`config.mk`:
```
export PLATFORM = sky130hd
export DESIGN_NAME = pipeline_control_idt_reader
export DESIGN_NICKNAME = d
export VERILOG_FILES = /design/src/rtl/pipeline_control_idt_reader.sv
export SDC_FILE = /design/constraint.sdc
export NUM_CORES = 1
export LEC_CHECK = 0
export BUFFER_PORTS_ARGS = -buffer_cell sky130_fd_sc_hd__buf_2
export CAP_MARGIN = 10
export CORE_ASPECT_RATIO = 1.5
export CORE_UTILIZATION = 58
export DETAILED_ROUTE_END_ITERATION = 6
export PLACE_DENSITY = 0.82
export SETUP_SLACK_MARGIN = 0.02
export SLEW_MARGIN = 30
export SYNTH_ARGS = -nofsm -noshare
export SYNTH_HDL_FRONTEND = slang
export SYNTH_SLANG_ARGS = --single-unit
```
`constraint.sdc`:
```
create_clock -name iCLOCK -period 9.1 [get_ports iCLOCK]
set_input_delay 0.91 -clock iCLOCK [delete_from_list [all_inputs] [get_ports iCLOCK]]
set_output_delay 0.91 -clock iCLOCK [all_outputs]
set_load 0.02 [all_outputs]
```
`src/rtl/pipeline_control_idt_reader.sv`:
```
// Resolves an IRQ number to its two-word IDT entry (flags, handler) through the shared load/store port.
// Hit: 1 cycle; miss: 5 cycles plus busy and response-wait cycles; a response timeout always releases the requester.
module pipeline_control_idt_reader #(
    parameter int P_IRQ_W       = 7,
    parameter int P_ENTRY_SHIFT = 3,
    parameter int P_CACHE_IDX_W = 2,
    parameter int P_TIMEOUT     = 255
) (
    input  logic                 iCLOCK,
    input  logic                 iRESET_SYNC,
    input  logic [31:0]          iSYSREG_IDTR,
    input  logic                 iIDTR_WRITE,
    input  logic                 iRD_START,
    input  logic [P_IRQ_W-1:0]   iRD_IRQ_NUM,
    output logic                 oRD_BUSY,
    output logic                 oRD_FINISH,
    output logic                 oRD_VALID,
    output logic                 oRD_ERROR,
    output logic [31:0]          oRD_FLAGS,
    output logic [31:0]          oRD_HUNDLER,
    output logic                 oLDST_USE,
    output logic                 oLDST_REQ,
    input  logic                 iLDST_BUSY,
    output logic [1:0]           oLDST_ORDER,
    output logic                 oLDST_RW,
    output logic [31:0]          oLDST_ADDR,
    output logic [31:0]          oLDST_DATA,
    input  logic                 iLDST_REQ,
    input  logic [31:0]          iLDST_DATA
);
    localparam int L_TAG_W   = P_IRQ_W - P_CACHE_IDX_W;
    localparam int L_ENTRIES = 1 << P_CACHE_IDX_W;

    localparam logic [2:0] L_IDLE     = 3'd0;
    localparam logic [2:0] L_REQ_FLG  = 3'd1;
    localparam logic [2:0] L_WAIT_FLG = 3'd2;
    localparam logic [2:0] L_REQ_HDL  = 3'd3;
    localparam logic [2:0] L_WAIT_HDL = 3'd4;
    localparam logic [2:0] L_DONE     = 3'd5;

    logic [2:0]                b_state;
    logic [31:0]               b_base;
    logic [P_CACHE_IDX_W-1:0]  b_idx;
    logic [L_TAG_W-1:0]        b_tag;
    logic                      b_inval;
    logic [15:0]               b_cnt;
    logic                      b_valid;
    logic                      b_error;
    logic [31:0]               b_flags;
    logic [31:0]               b_hundler;

    logic [L_ENTRIES-1:0]      b_c_valid;
    logic [L_TAG_W-1:0]        b_c_tag   [L_ENTRIES];
    logic [31:0]               b_c_flags [L_ENTRIES];
    logic [31:0]               b_c_hdl   [L_ENTRIES];

    logic [P_CACHE_IDX_W-1:0]  start_idx;
    logic [L_TAG_W-1:0]        start_tag;
    logic                      lookup_hit;
    logic                      timeout_hit;
    logic                      fill_en;

    assign start_idx   = iRD_IRQ_NUM[P_CACHE_IDX_W-1:0];
    assign start_tag   = iRD_IRQ_NUM[P_IRQ_W-1:P_CACHE_IDX_W];
    // A same-cycle invalidate beats the lookup so a stale entry is never returned.
    assign lookup_hit  = b_c_valid[start_idx] && !iIDTR_WRITE && (b_c_tag[start_idx] == start_tag);
    assign timeout_hit = (b_cnt == 16'(P_TIMEOUT));
    // Only misses reach WAIT_HDL, so the miss condition is implicit here.
    assign fill_en     = (b_state == L_WAIT_HDL) && iLDST_REQ && b_flags[0]
                         && !b_inval && !iIDTR_WRITE;

    always_ff @(posedge iCLOCK) begin
        if (iRESET_SYNC) begin
            b_state   <= L_IDLE;
            b_base    <= 32'd0;
            b_idx     <= '0;
            b_tag     <= '0;
            b_inval   <= 1'b0;
            b_cnt     <= 16'd0;
            b_valid   <= 1'b0;
            b_error   <= 1'b0;
            b_flags   <= 32'd0;
            b_hundler <= 32'd0;
        end else begin
            case (b_state)
                L_IDLE: begin
                    if (iRD_START) begin
                        b_idx   <= start_idx;
                        b_tag   <= start_tag;
                        b_base  <= iSYSREG_IDTR + (32'(iRD_IRQ_NUM) << P_ENTRY_SHIFT);
                        b_error <= 1'b0;
                        if (lookup_hit) begin
                            b_valid   <= b_c_flags[start_idx][0];
                            b_flags   <= b_c_flags[start_idx];
                            b_hundler <= b_c_hdl[start_idx];
                            b_state   <= L_DONE;
                        end else begin
                            b_valid   <= 1'b0;
                            b_flags   <= 32'd0;
                            b_hundler <= 32'd0;
                            b_state   <= L_REQ_FLG;
                        end
                    end
                end
                L_REQ_FLG, L_REQ_HDL: begin
                    if (!iLDST_BUSY) begin
                        b_cnt   <= 16'd0;
                        b_state <= (b_state == L_REQ_FLG) ? L_WAIT_FLG : L_WAIT_HDL;
                    end
                end
                L_WAIT_FLG, L_WAIT_HDL: begin
                    if (iLDST_REQ) begin
                        if (b_state == L_WAIT_FLG) begin
                            b_flags <= iLDST_DATA;
                            b_state <= L_REQ_HDL;
                        end else begin
                            b_hundler <= iLDST_DATA;
                            b_valid   <= b_flags[0];
                            b_state   <= L_DONE;
                        end
                    end else if (timeout_hit) begin
                        b_error   <= 1'b1;
                        b_valid   <= 1'b0;
                        b_flags   <= 32'd0;
                        b_hundler <= 32'd0;
                        b_state   <= L_DONE;
                    end else begin
                        b_cnt <= b_cnt + 16'd1;
                    end
                end
                L_DONE:  b_state <= L_IDLE;
                default: b_state <= L_IDLE;
            endcase
            // Covers both the start cycle and any cycle of an in-flight fetch.
            if (iIDTR_WRITE) begin
                b_inval <= 1'b1;
            end else if (b_state == L_IDLE && iRD_START) begin
                b_inval <= 1'b0;
            end
        end
    end

    always_ff @(posedge iCLOCK) begin
        if (iRESET_SYNC) begin
            b_c_valid <= '0;
        end else if (iIDTR_WRITE) begin
            b_c_valid <= '0;
        end else if (fill_en) begin
            b_c_valid[b_idx] <= 1'b1;
        end
    end

    always_ff @(posedge iCLOCK) begin
        if (fill_en) begin
            b_c_tag[b_idx]   <= b_tag;
            b_c_flags[b_idx] <= b_flags;
            b_c_hdl[b_idx]   <= iLDST_DATA;
        end
    end

    always_comb begin
        oLDST_ADDR = 32'd0;
        case (b_state)
            L_REQ_FLG, L_WAIT_FLG: oLDST_ADDR = b_base;
            L_REQ_HDL, L_WAIT_HDL: oLDST_ADDR = b_base + 32'd4;
            default:               oLDST_ADDR = 32'd0;
        endcase
    end

    assign oRD_BUSY    = (b_state != L_IDLE);
    assign oRD_FINISH  = (b_state == L_DONE);
    assign oRD_VALID   = b_valid;
    assign oRD_ERROR   = b_error;
    assign oRD_FLAGS   = b_flags;
    assign oRD_HUNDLER = b_hundler;
    assign oLDST_USE   = (b_state == L_REQ_FLG) || (b_state == L_WAIT_FLG)
                      || (b_state == L_REQ_HDL) || (b_state == L_WAIT_HDL);
    assign oLDST_REQ   = (b_state == L_REQ_FLG) || (b_state == L_REQ_HDL);
    assign oLDST_ORDER = 2'h2;
    assign oLDST_RW    = 1'b0;
    assign oLDST_DATA  = 32'd0;

endmodule

```
; Word level (Yosys, flattened, before mapping)
; Memory sizes are Yosys's and may differ from the RTL's.
; Cells that the tools add are included.
[word_totals]
reg_bits = 129
latch_bits = 0
ram_bits = 276
romBits = 0
in_bits = 77
output_inout_bits = 137
word_cells = 108
n_memories = 3
[classes]
add_sub_neg = 3
multipliers = 0
n_div = 0
order_cmp = 3
eq_ne = 15
shifts = 0
mux = 42
bitwise = 1
reduce_logical = 30
[memory_table]
columns = memory, words, word_bits, read_ports, rd_clocked_by_memory_dff, wr, line
row1 = b_c_flags, 4, 32, 1, 0, 1, 54  ; logic [31:0] b_c_flags [L_ENTRIES];
row2 = b_c_hdl, 4, 32, 1, 0, 1, 55  ; logic [31:0] b_c_hdl [L_ENTRIES];
row3 = b_c_tag, 4, 5, 1, 0, 1, 53  ; logic [L_TAG_W-1:0] b_c_tag [L_ENTRIES];
[ops]
columns = cell, n
row1 = $mux W32, 9
row2 = $pmux W32 S2, 3
row3 = $mux W16, 3
row4 = $add A32 B10 Y32, 1
row5 = $add A32 B3 Y32 const B, 1
row6 = $pmux W16 S2, 1
row7 = $mux W3, 7
row8 = $add A16 B1 Y16 const B, 1
row9 = $eq A16 B8 Y1 const B, 1
row10 = $reduce_and A4 Y1, 4
row11 = $mux W1, 14
row12 = $ne A2 B2 Y1 const B, 5
row13 = $reduce_or A2 Y1, 5
row14 = $ne A3 B3 Y1 const B, 3
row15 = $pmux W3 S3, 1
row16 = $logic_and A1 B1 Y1, 8
row17 = $eq A3 B2 Y1 const B, 2
row18 = $eq A3 B3 Y1 const B, 2
row19 = $lt A2 B3 Y1 const B, 2
row20 = $reduce_bool A2 Y1, 3
row21 = $eq A5 B5 Y1, 1
row22 = $logic_or A1 B1 Y1, 4
row23 = $or A4 B4 Y4, 1
row24 = $pmux W1 S2, 2
row25 = other kinds (9), 10

; Logic depth before layout (Yosys ltp)
; Gate-level depths: netlist of the first run.
[logic_depth]
depth_word = 7
mapped_depth = 9
mapped_depth_nobuf = 8

; Worst setup path before layout of the first run
; No wires, ideal clock.
[synth_timing]
kind = input port to flip-flop
start = in iLDST_REQ
end = mem b_c_flags[0][0] (enable)
setup_ps = 598
t_arrival_ps = 6693
t_required_ps = 8502
slack_ps = 1809
stages = 4
path_buffers = 1
path_cell_list = clkbuf_1 > nand2_1 > nor4_1 > nor3b_1
[synth_via]
elab_chain_len = 6
[synth_rtl]
columns = element, line
row1 = from (decl), 28  ; input logic iLDST_REQ,
row2 = $logic_and A1 B1 Y1 (2 in a row), 69  ; assign fill_en = (b_state == L_WAIT_HDL) && iLDST_REQ && b_flags[0]
row3 = $logic_and A1 B1 Y1 (2 in a row), 70  ; && !b_inval && !iIDTR_WRITE;
row4 = $mux W1, 154  ; if (fill_en) begin
row5 = $mux W1 (not written as such), 156  ; b_c_flags[b_idx] <= b_flags;
row6 = to (decl), 54
; Every way passes these cells.

; Worst setup path in the final report of the first run
[layout_timing]
start = reg b_state[0]
end = out oLDST_ADDR[1]
[layout_via]
elab_chain_len = 3
word_cells_on_any_way = 7
classes_between = eq/ne: 4 / mux: 1 / reduce/logical: 2
[layout_rtl]
columns = element, line
row1 = from (decl), 41  ; logic [2:0] b_state;
row2 = from (signal assigned), 108  ; b_state <= (b_state == L_REQ_FLG) ? L_WAIT_FLG : L_WAIT_HDL;
row3 = $eq A3 B3 Y1 (tied with other cells), 163  ; case (b_state)
row4 = $reduce_or A2 Y1, 163
row5 = $pmux W32 S2 (*), 163
row6 = to (decl), 26  ; output logic [31:0] oLDST_ADDR,
; Every way passes the cells marked *; elsewhere a longest branch is shown, timed or not.

==> results of run 1 <==
cells in the final DEF (no fill, tap or decap), types with 4 or more instances in the layout:
cell       synthesis  routed
nand2_1           95      95
a31oi_1            9       9
clkbuf_16          0      37
mux4_2            70      70
a211oi_1          22      22
ha_1               9       9
conb_1             2      35
nand3_1           90      90
xor2_1            13      13
a21o_1             4       4
o21ai_0           49      49
and4_1             7       7
nor2_1           129     127
xnor2_1           30      30
clkbuf_1          67       6
buf_4             37      14
dfxtp_1          129     129
a21oi_1           45      45
or2_2              4       4
or3_1              6       6
a311oi_1          66      66
buf_2             11     175
and2_1             5       4
buf_6              4       5
nor4_1             8       7
nor3_1            18      18
edfxtp_1         276     276
bufinv_16          0       7
inv_1             15      15
and3_1            13      12
clkinv_1           0       7
o21a_1             8       8
nand4_1           19      19
state kept, by name (all words and copies together), names as in the netlist:
signal       cells
oRD_ERROR        1
b_c_valid        4
oRD_VALID        1
b_c_flags      128
b_state          3
b_c_hdl        128
b_inval          1
b_c_tag         20
oRD_FLAGS       32
b_idx            2
b_tag            5
oRD_HUNDLER     32
b_base          32
b_cnt           16
metal layers:
| metal | wire length (microns) | part of all wire (%) | track usage (%) |
|---|---|---|---|
| met1 | 14000 | 37 | 30.7 |
| met4 | 1230 | 3.3 | 11.5 |
| met3 | 3110 | 8.2 | 4.73 |
| met2 | 19500 | 52 | 45.1 |
| met5 | 0 | 0 | 0 |
how the worst min path moves through the flow:
stage	startpoint	depth (start not counted)	end	slack, ps
detailed placement	b_base[1]	2	b_base[1]	450
finish	b_base[1]	2	b_base[1]	450
global placement	b_base[0]	2	b_base[0]	440
CTS	b_base[1]	2	b_base[1]	450
global route	b_c_valid[1]	1	b_c_valid[1]	480
floorplan	b_base[0]	2	b_base[0]	430
power groups by stage:
stage | logic (uW) | clock network, uW | registers, uW
6_report | 775 | 1620 | 2240
5_1_grt | 843 | 1710 | 2250
4_1_cts | 773 | 1640 | 2230
3_5_place_dp | 768 | 0 | 2270
3_3_place_gp | 747 | 0 | 2260
2_1_floorplan | 472 | 0 | 2320
cells in the mapped netlist (all sizes together), types with 15 or more instances:
cell    count  area share (%)
nor3       18            0.52
nand2      95             2.1
a211oi     22            0.96
a311oi     68             3.5
clkbuf     67             1.5
inv        15            0.33
nand3      90             2.6
mux4       70             9.2
buf        60             2.4
edfxtp    276              48
nor2      129             2.8
nand4      19            0.69
a21oi      45             1.3
xnor2      30             1.5
o21ai      50             1.5
dfxtp     129              15
critical path, delay by kind of cell (launching register included):
kind | cells | cell delay (ps)
DFF | 1 | 710
AOI/OAI and AO/OA | 2 | 1210
and+or+nand+nor | 2 | 590
buffers and inverters | 1 | 150
cell families after synthesis:
logic type / count (synthesis) / synth area share, %
mux: 71 / 9.24
xor+xnor: 43 / 2.19
fa+ha+maj: 10 / 0.772
flops: 405 / 63.3
other cells: 2 / 0.0437
simple gates: 415 / 11.5
compound gates: 221 / 8.81
buf+inv: 142 / 4.17
final cells by class:
class	instances	area (sq um)	area share (%)
inverter	15	56.3	0.289
clock buffer	43	948	4.86
tap	390	488	2.50
antenna	1	2.50	0.0128
multi-input combinational	795	5760	29.6
sequential	405	10900	55.7
clock inverter	24	310	1.59
timing repair buffer	195	1060	5.46
stage by stage:
stage	total power, uW	setup slack [ps]	utilization, %	area (sq um)
2_1_floorplan	2790	1810	-	17300
3_3_place_gp	3010	5080	62.9	18200
3_5_place_dp	3040	4980	63.0	18200
4_1_cts	4650	4990	67.4	19500
5_1_grt	4810	4800	67.5	19500
6_report	4630	4990	67.5	19500
==> results.md, run 1 <==
- Switch Pwr: 1320 uW
- Drt initial violations: 881
- CTS HTree Levels: 2
- Post-CTS setup buffer count: 0
- R2R depth: 7
- Reg power frac: between 40% and 50%
- First-pass GRT wire length: 59.0 mm
- Max IR drop VDD: 0.196 mV
- Pleak: 0.00674 uW
- Main synth FF type: edfxtp_1
- Sequence of cells on the critical path: or3b_2, o21a_1, o21ai_0, and2_1, buf_2
- Dpl cells: 1799
- Crit path largest cell delay: 800 ps
- Die Width: 143 microns
- Final setup viols: 0
- Sequential area share after synthesis: 63.3%
- Final hold vios: 0
- Gr ovfl total: 0
- Crit. End Element: output pin
- Vias: between 10000 and 15000
- Avg Synthesized Cell Area: 13.1 sq um
- Slowest CP cell: o21a_1
- Die area: between 30000 and 40000 sq um
- Switching Share: between 20 and 30%
- Clock network fraction of design power: 35.0%
- RSZ-0062 raised after global routing: no
- Crit path from: b_state[0]
- # DRC: 0
- Largest net degree at the start of global routing: 71
- PwrDens: 238 nW/um^2
- TritonCTS clock tree: yes
- Crit Path Max Fanout: 29
- Row cnt: 76
- WL final: around 38 mm
- WHS: 452 ps
- TNS Setup: 0 ps
- GR Util All Layers: 25.7%
- Fillers: 2048
- Post-CTS sizing: 0
- Max Buffers Root-to-Sink: 3
- Post-synth design cell area: around 17000 sq um
- Type of element launching the critical path: flip-flop
- Syn. warnings: 0
- Headroom to the max-slew limit: approximately 35%
- Post-CTS Hold Buffers: 0
- Share of cells above drive strength 1: 23.0%
- P_int: roughly 3300 uW
- Max_cap viols: 0
- Hold Crit Class: flip-flop to flip-flop
- Arr. time, crit path: between 3000 and 4000 ps
- Synth async-reset ratio: 0%
- Initial antenna violation count: 1
- Worst Setup EP: oLDST_ADDR[1]
- Initial Util: ~60%
- Syn Inst Count: about 1300
- Worst Path Class, Setup: flip-flop to output pin
- DIE HEIGHT: approximately 210 microns
- FMAX: 0.244 GHz
- Post-synth EDFFs: ~280
- GP Congestion: 0.843
- Core area: approximately 29000 sq um
- CTS Buf Count: 37
- Port Buf Inserts: between 150 and 200
- Post-Layout Cell Count: 1868
- Wirelength per Cell: 20.3 microns
- Actual slew at the worst max-slew pin: 982 ps
- Status: completed
- Vias in the first global route: 11100
- DRT Pass-1 Iters: 7
- Reg2reg setup slack: 5970 ps
- Sink Count: 405
- Area Overhead vs Synth: 13.5%
- Slew Limit Fails: 0
- Number of routed nets with antenna violations: 0
- R2r startpoint: b_cnt[9]
- Worst r2r dst: oRD_FLAGS[13]
- Clk root buf: clkbuf_16
- Combinational share of power: 16.7%
- Nets@finish: ~1500
- Io pins: 214
- Fin crit share: 45.1%
- Synth unique cells: 57
- Later-pin clock latency in the skew report: 540 ps
- Seq cells post-synth: 405
- Clock Skews: between 30 and 40 ps
- Clock-pin slew on the worst setup and hold paths: 70 ps
- Vias per cell: 6.11
- DPL Wire Length: 22.4 mm
- Shortest period the worst path allows: 4110 ps
- WP data required: 8190 ps
Power figures use the tool's default switching activity.
==> run 2: changes to the inputs <==
ABC_AREA = 1   (was not set)
CORE_UTILIZATION = 59   (was 58)
clock period = 4 ns   (was 9.1 ns; I/O delays follow)
==> results.md, run 2 <==
- Status: completed
- Sink Count: 405 (unchanged)
- Most frequent cells in the layout: nand2_1, nor2_1, edfxtp_1
- Crit Path Max Fanout: 5 (-83%)
- Count leader, synth: nand2_1
- Most frequent cells after synthesis: nand2_1, nor2_1, edfxtp_1
- Shortest period the worst path allows: roughly 3400 ps
- Syn Inst Count: 2130 (+63%)
- Hold Crit Class: input pin to flip-flop
- DRT Pass-1 Iters: 6 (-1)
- DIE HEIGHT: 220 microns (+3.4%)
- GP Congestion: 0.986 (+17%)
- Cell taking the most area after synthesis: edfxtp_1
- Seq cells post-synth: 405 (unchanged)
- Slew Limit Fails: 0 (unchanged)
- Fillers: 2378 (+16%)
- Commonest non-fill, non-tap cell in the layout: nand2_1
- Area Overhead vs Synth: 13.3%
- Crit path largest cell delay: 460 ps (-340 ps)
- Nets@finish: 2361 (+54%)
- PwrDens: 619 nW/um^2 (+160%)
- Leading registers by flop count: b_c_flags (128), b_c_hdl (128)
- Largest delay share family, worst path: simple AND/OR/NAND/NOR gates
- Ranking of synthesized cells by area: edfxtp_1, dfxtp_1, nand2_1
- First-pass GRT wire length: 79.3 mm (+34%)
- Arr. time, crit path: 2980 ps (-220 ps)
- Row cnt: 79 (+3.9%)
- Crit. End Element: output pin
- Fin crit share: 84.5%
- Clock-pin slew on the worst setup and hold paths: 70 ps (about the same)
- Post-synth EDFFs: 276 (unchanged)
- Drt initial violations: 1291 (+47%)
- CTS Buf Count: 38 (+2.7%)
- WL final: 51.4 mm (+36%)
- Final setup viols: 0 (unchanged)
- Clk root buf: clkbuf_16
- Sequence of cells on the critical path: ha_1, nand2_1, nor3_1, inv_1, nor3_1, inv_1, nor2_1, a21oi_1, o21ai_0, nand2_1, buf_2
- Crit path buffers/inverters: 3 (+2)
- # DRC: 0 (unchanged)
- FMAX: 0.296 GHz
- Max_cap viols: 0 (unchanged)
- Post-CTS setup buffer count: 0 (unchanged)
- Final hold vios: 0 (unchanged)
- RSZ-0062 raised after global routing: no
- WP data required: 3600 ps (-4590 ps)
- Slowest CP cell: nor3_1
- Syn. warnings: 0 (unchanged)
- Vias in the first global route: 15400 (+39%)
- Die Width: 147 microns (+3.4%)
- Post-synth top area share: 44.3% (-3.9 points)
- Pleak: 0.00858 uW (+27%)
- Die area: 32400 sq um (+6.9%)
- DPL Wire Length: 32.8 mm (+46%)
- Avg Synthesized Cell Area: 8.78 sq um (-33%)
- Clock Skews: 18.1 ps (-15.4 ps)
- Core area: 31100 sq um (+7.7%)
- Vias: 15800 (+38%)
- Initial Util: 60.1% (+0.63 points)
- Worst setup margin: 620 ps (-4370 ps)
- Max Buffers Root-to-Sink: 3 (unchanged)
- Io pins: 214 (unchanged)
- Dpl ws: 913 ps (-4070 ps)
- Headroom to the max-slew limit: 41.4% (+6.8 points)
- Later-pin clock latency in the skew report: 550 ps (about the same)
- CTS HTree Levels: 2 (unchanged)
- Post-CTS Hold Buffers: 0 (unchanged)
- Post-CTS sizing: 0 (unchanged)
- Post-synth design cell area: 18700 sq um (+8.9%)
- Port Buf Inserts: 178 (unchanged)
- Number of routed nets with antenna violations: 0 (unchanged)
- Initial antenna violation count: 4 (+3)
- Wirelength per Cell: 18.9 microns (-6.6%)
- Vias per cell: 5.81 (-5.0%)
- TritonCTS clock tree: yes
- Max IR drop VDD: 0.500 mV (+150%)
- Worst Path Class, Setup: flip-flop to output pin
- Synth async-reset ratio: 0% (unchanged)
- Type of element launching the critical path: flip-flop
- Share of cells above drive strength 1: 12.6% (-10 points)
- Gr ovfl total: 0 (unchanged)
- Synth unique cells: 40 (-30%)
- GR Util All Layers: 31.6% (+6.0 points)
- Sequential area share after synthesis: 58.1% (-5.1 points)
- TNS Setup: 0 ps (unchanged)
- Actual slew at the worst max-slew pin: 879 ps (-103 ps)
- Main synth FF type: edfxtp_1
- Largest net degree at the start of global routing: 79 (+11%)
-- run 2: changes by cell type after synthesis, moves of 11 or more --
cell      change
and3_1       -11
mux4_2       -70
a21oi_1      +84
nand2_1     +345
inv_1       +211
a311oi_1     -65
o22ai_1      +68
a211oi_1     -18
nor2_1      +171
nor3_1       +18
nand4_1      +11
xnor2_1      -27
o21ai_0     +139
-- run 2: layout make-up --
type	instances	area (sq um)	area share [%]
clock buffer	51	1120	5.30
timing repair buffer	204	1160	5.49
inverter	233	877	4.14
clock inverter	19	241	1.14
tap	405	507	2.39
antenna	5	12.5	0.0591
multi-input combinational	1392	6390	30.2
sequential	405	10900	51.3
-- run 2: cell families (layout without fill, tap and decap cells) --
group | after synthesis | after routing | share of synthesized area, %
AND/OR/NAND/NOR | 923 | 923 | 20.3
AO/OA/AOI/OAI | 409 | 409 | 11.7
flip-flops | 405 | 405 | 58.1
buffers and inverters | 366 | 507 | 8.42
XOR/XNOR | 15 | 15 | 0.703
adder cells (fa/ha/maj) | 10 | 10 | 0.709
other | 2 | 40 | 0.0402
-- run 2: where the power goes --
part           switching (uW)  internal [uW]  total [uW]
logic                    2810           1070        3880
registers                 384           4940        5320
clock network            1580           2320        3900
-- run 2: per-stage QoR --
| step | hold slack, ps | utilization, % | instance area [sq um] | total power, uW | std cells |
|---|---|---|---|---|---|
| after detailed placement | 448 | 63.6 | 19800 | 9210 | 2639 |
| after global routing | 79.2 | 68.0 | 21200 | 13700 | 2710 |
| final | 86.3 | 68.0 | 21200 | 13100 | 2714 |
| after global placement | 443 | 63.6 | 19800 | 9100 | 2639 |
| after floorplan | 430 | - | 18800 | 7920 | 2163 |
| after CTS | 76.6 | 68.0 | 21200 | 13100 | 2709 |
-- run 2: final timing paths --
path	start	end	slack, ps	cells after the start
setup / recovery	b_base[2]	oLDST_ADDR[14]	620	11
hold / removal	iLDST_DATA[0]	b_c_hdl[3][0]	90	1
setup reg to reg	b_state[1]	b_cnt[7]	1130	11
hold reg to reg	b_base[1]	b_base[1]	450	2
-- run 2: routing by layer --
| metal | wire [microns] | vias to the layer above | track usage, % |
|---|---|---|---|
| li1 | - | 7366 | - |
| met1 | 18100 | 7427 | 35.0 |
| met2 | 26000 | 800 | 55.8 |
| met3 | 4360 | 166 | 5.59 |
| met4 | 2940 | 0 | 20.8 |
| met5 | 0 | - | 0 |
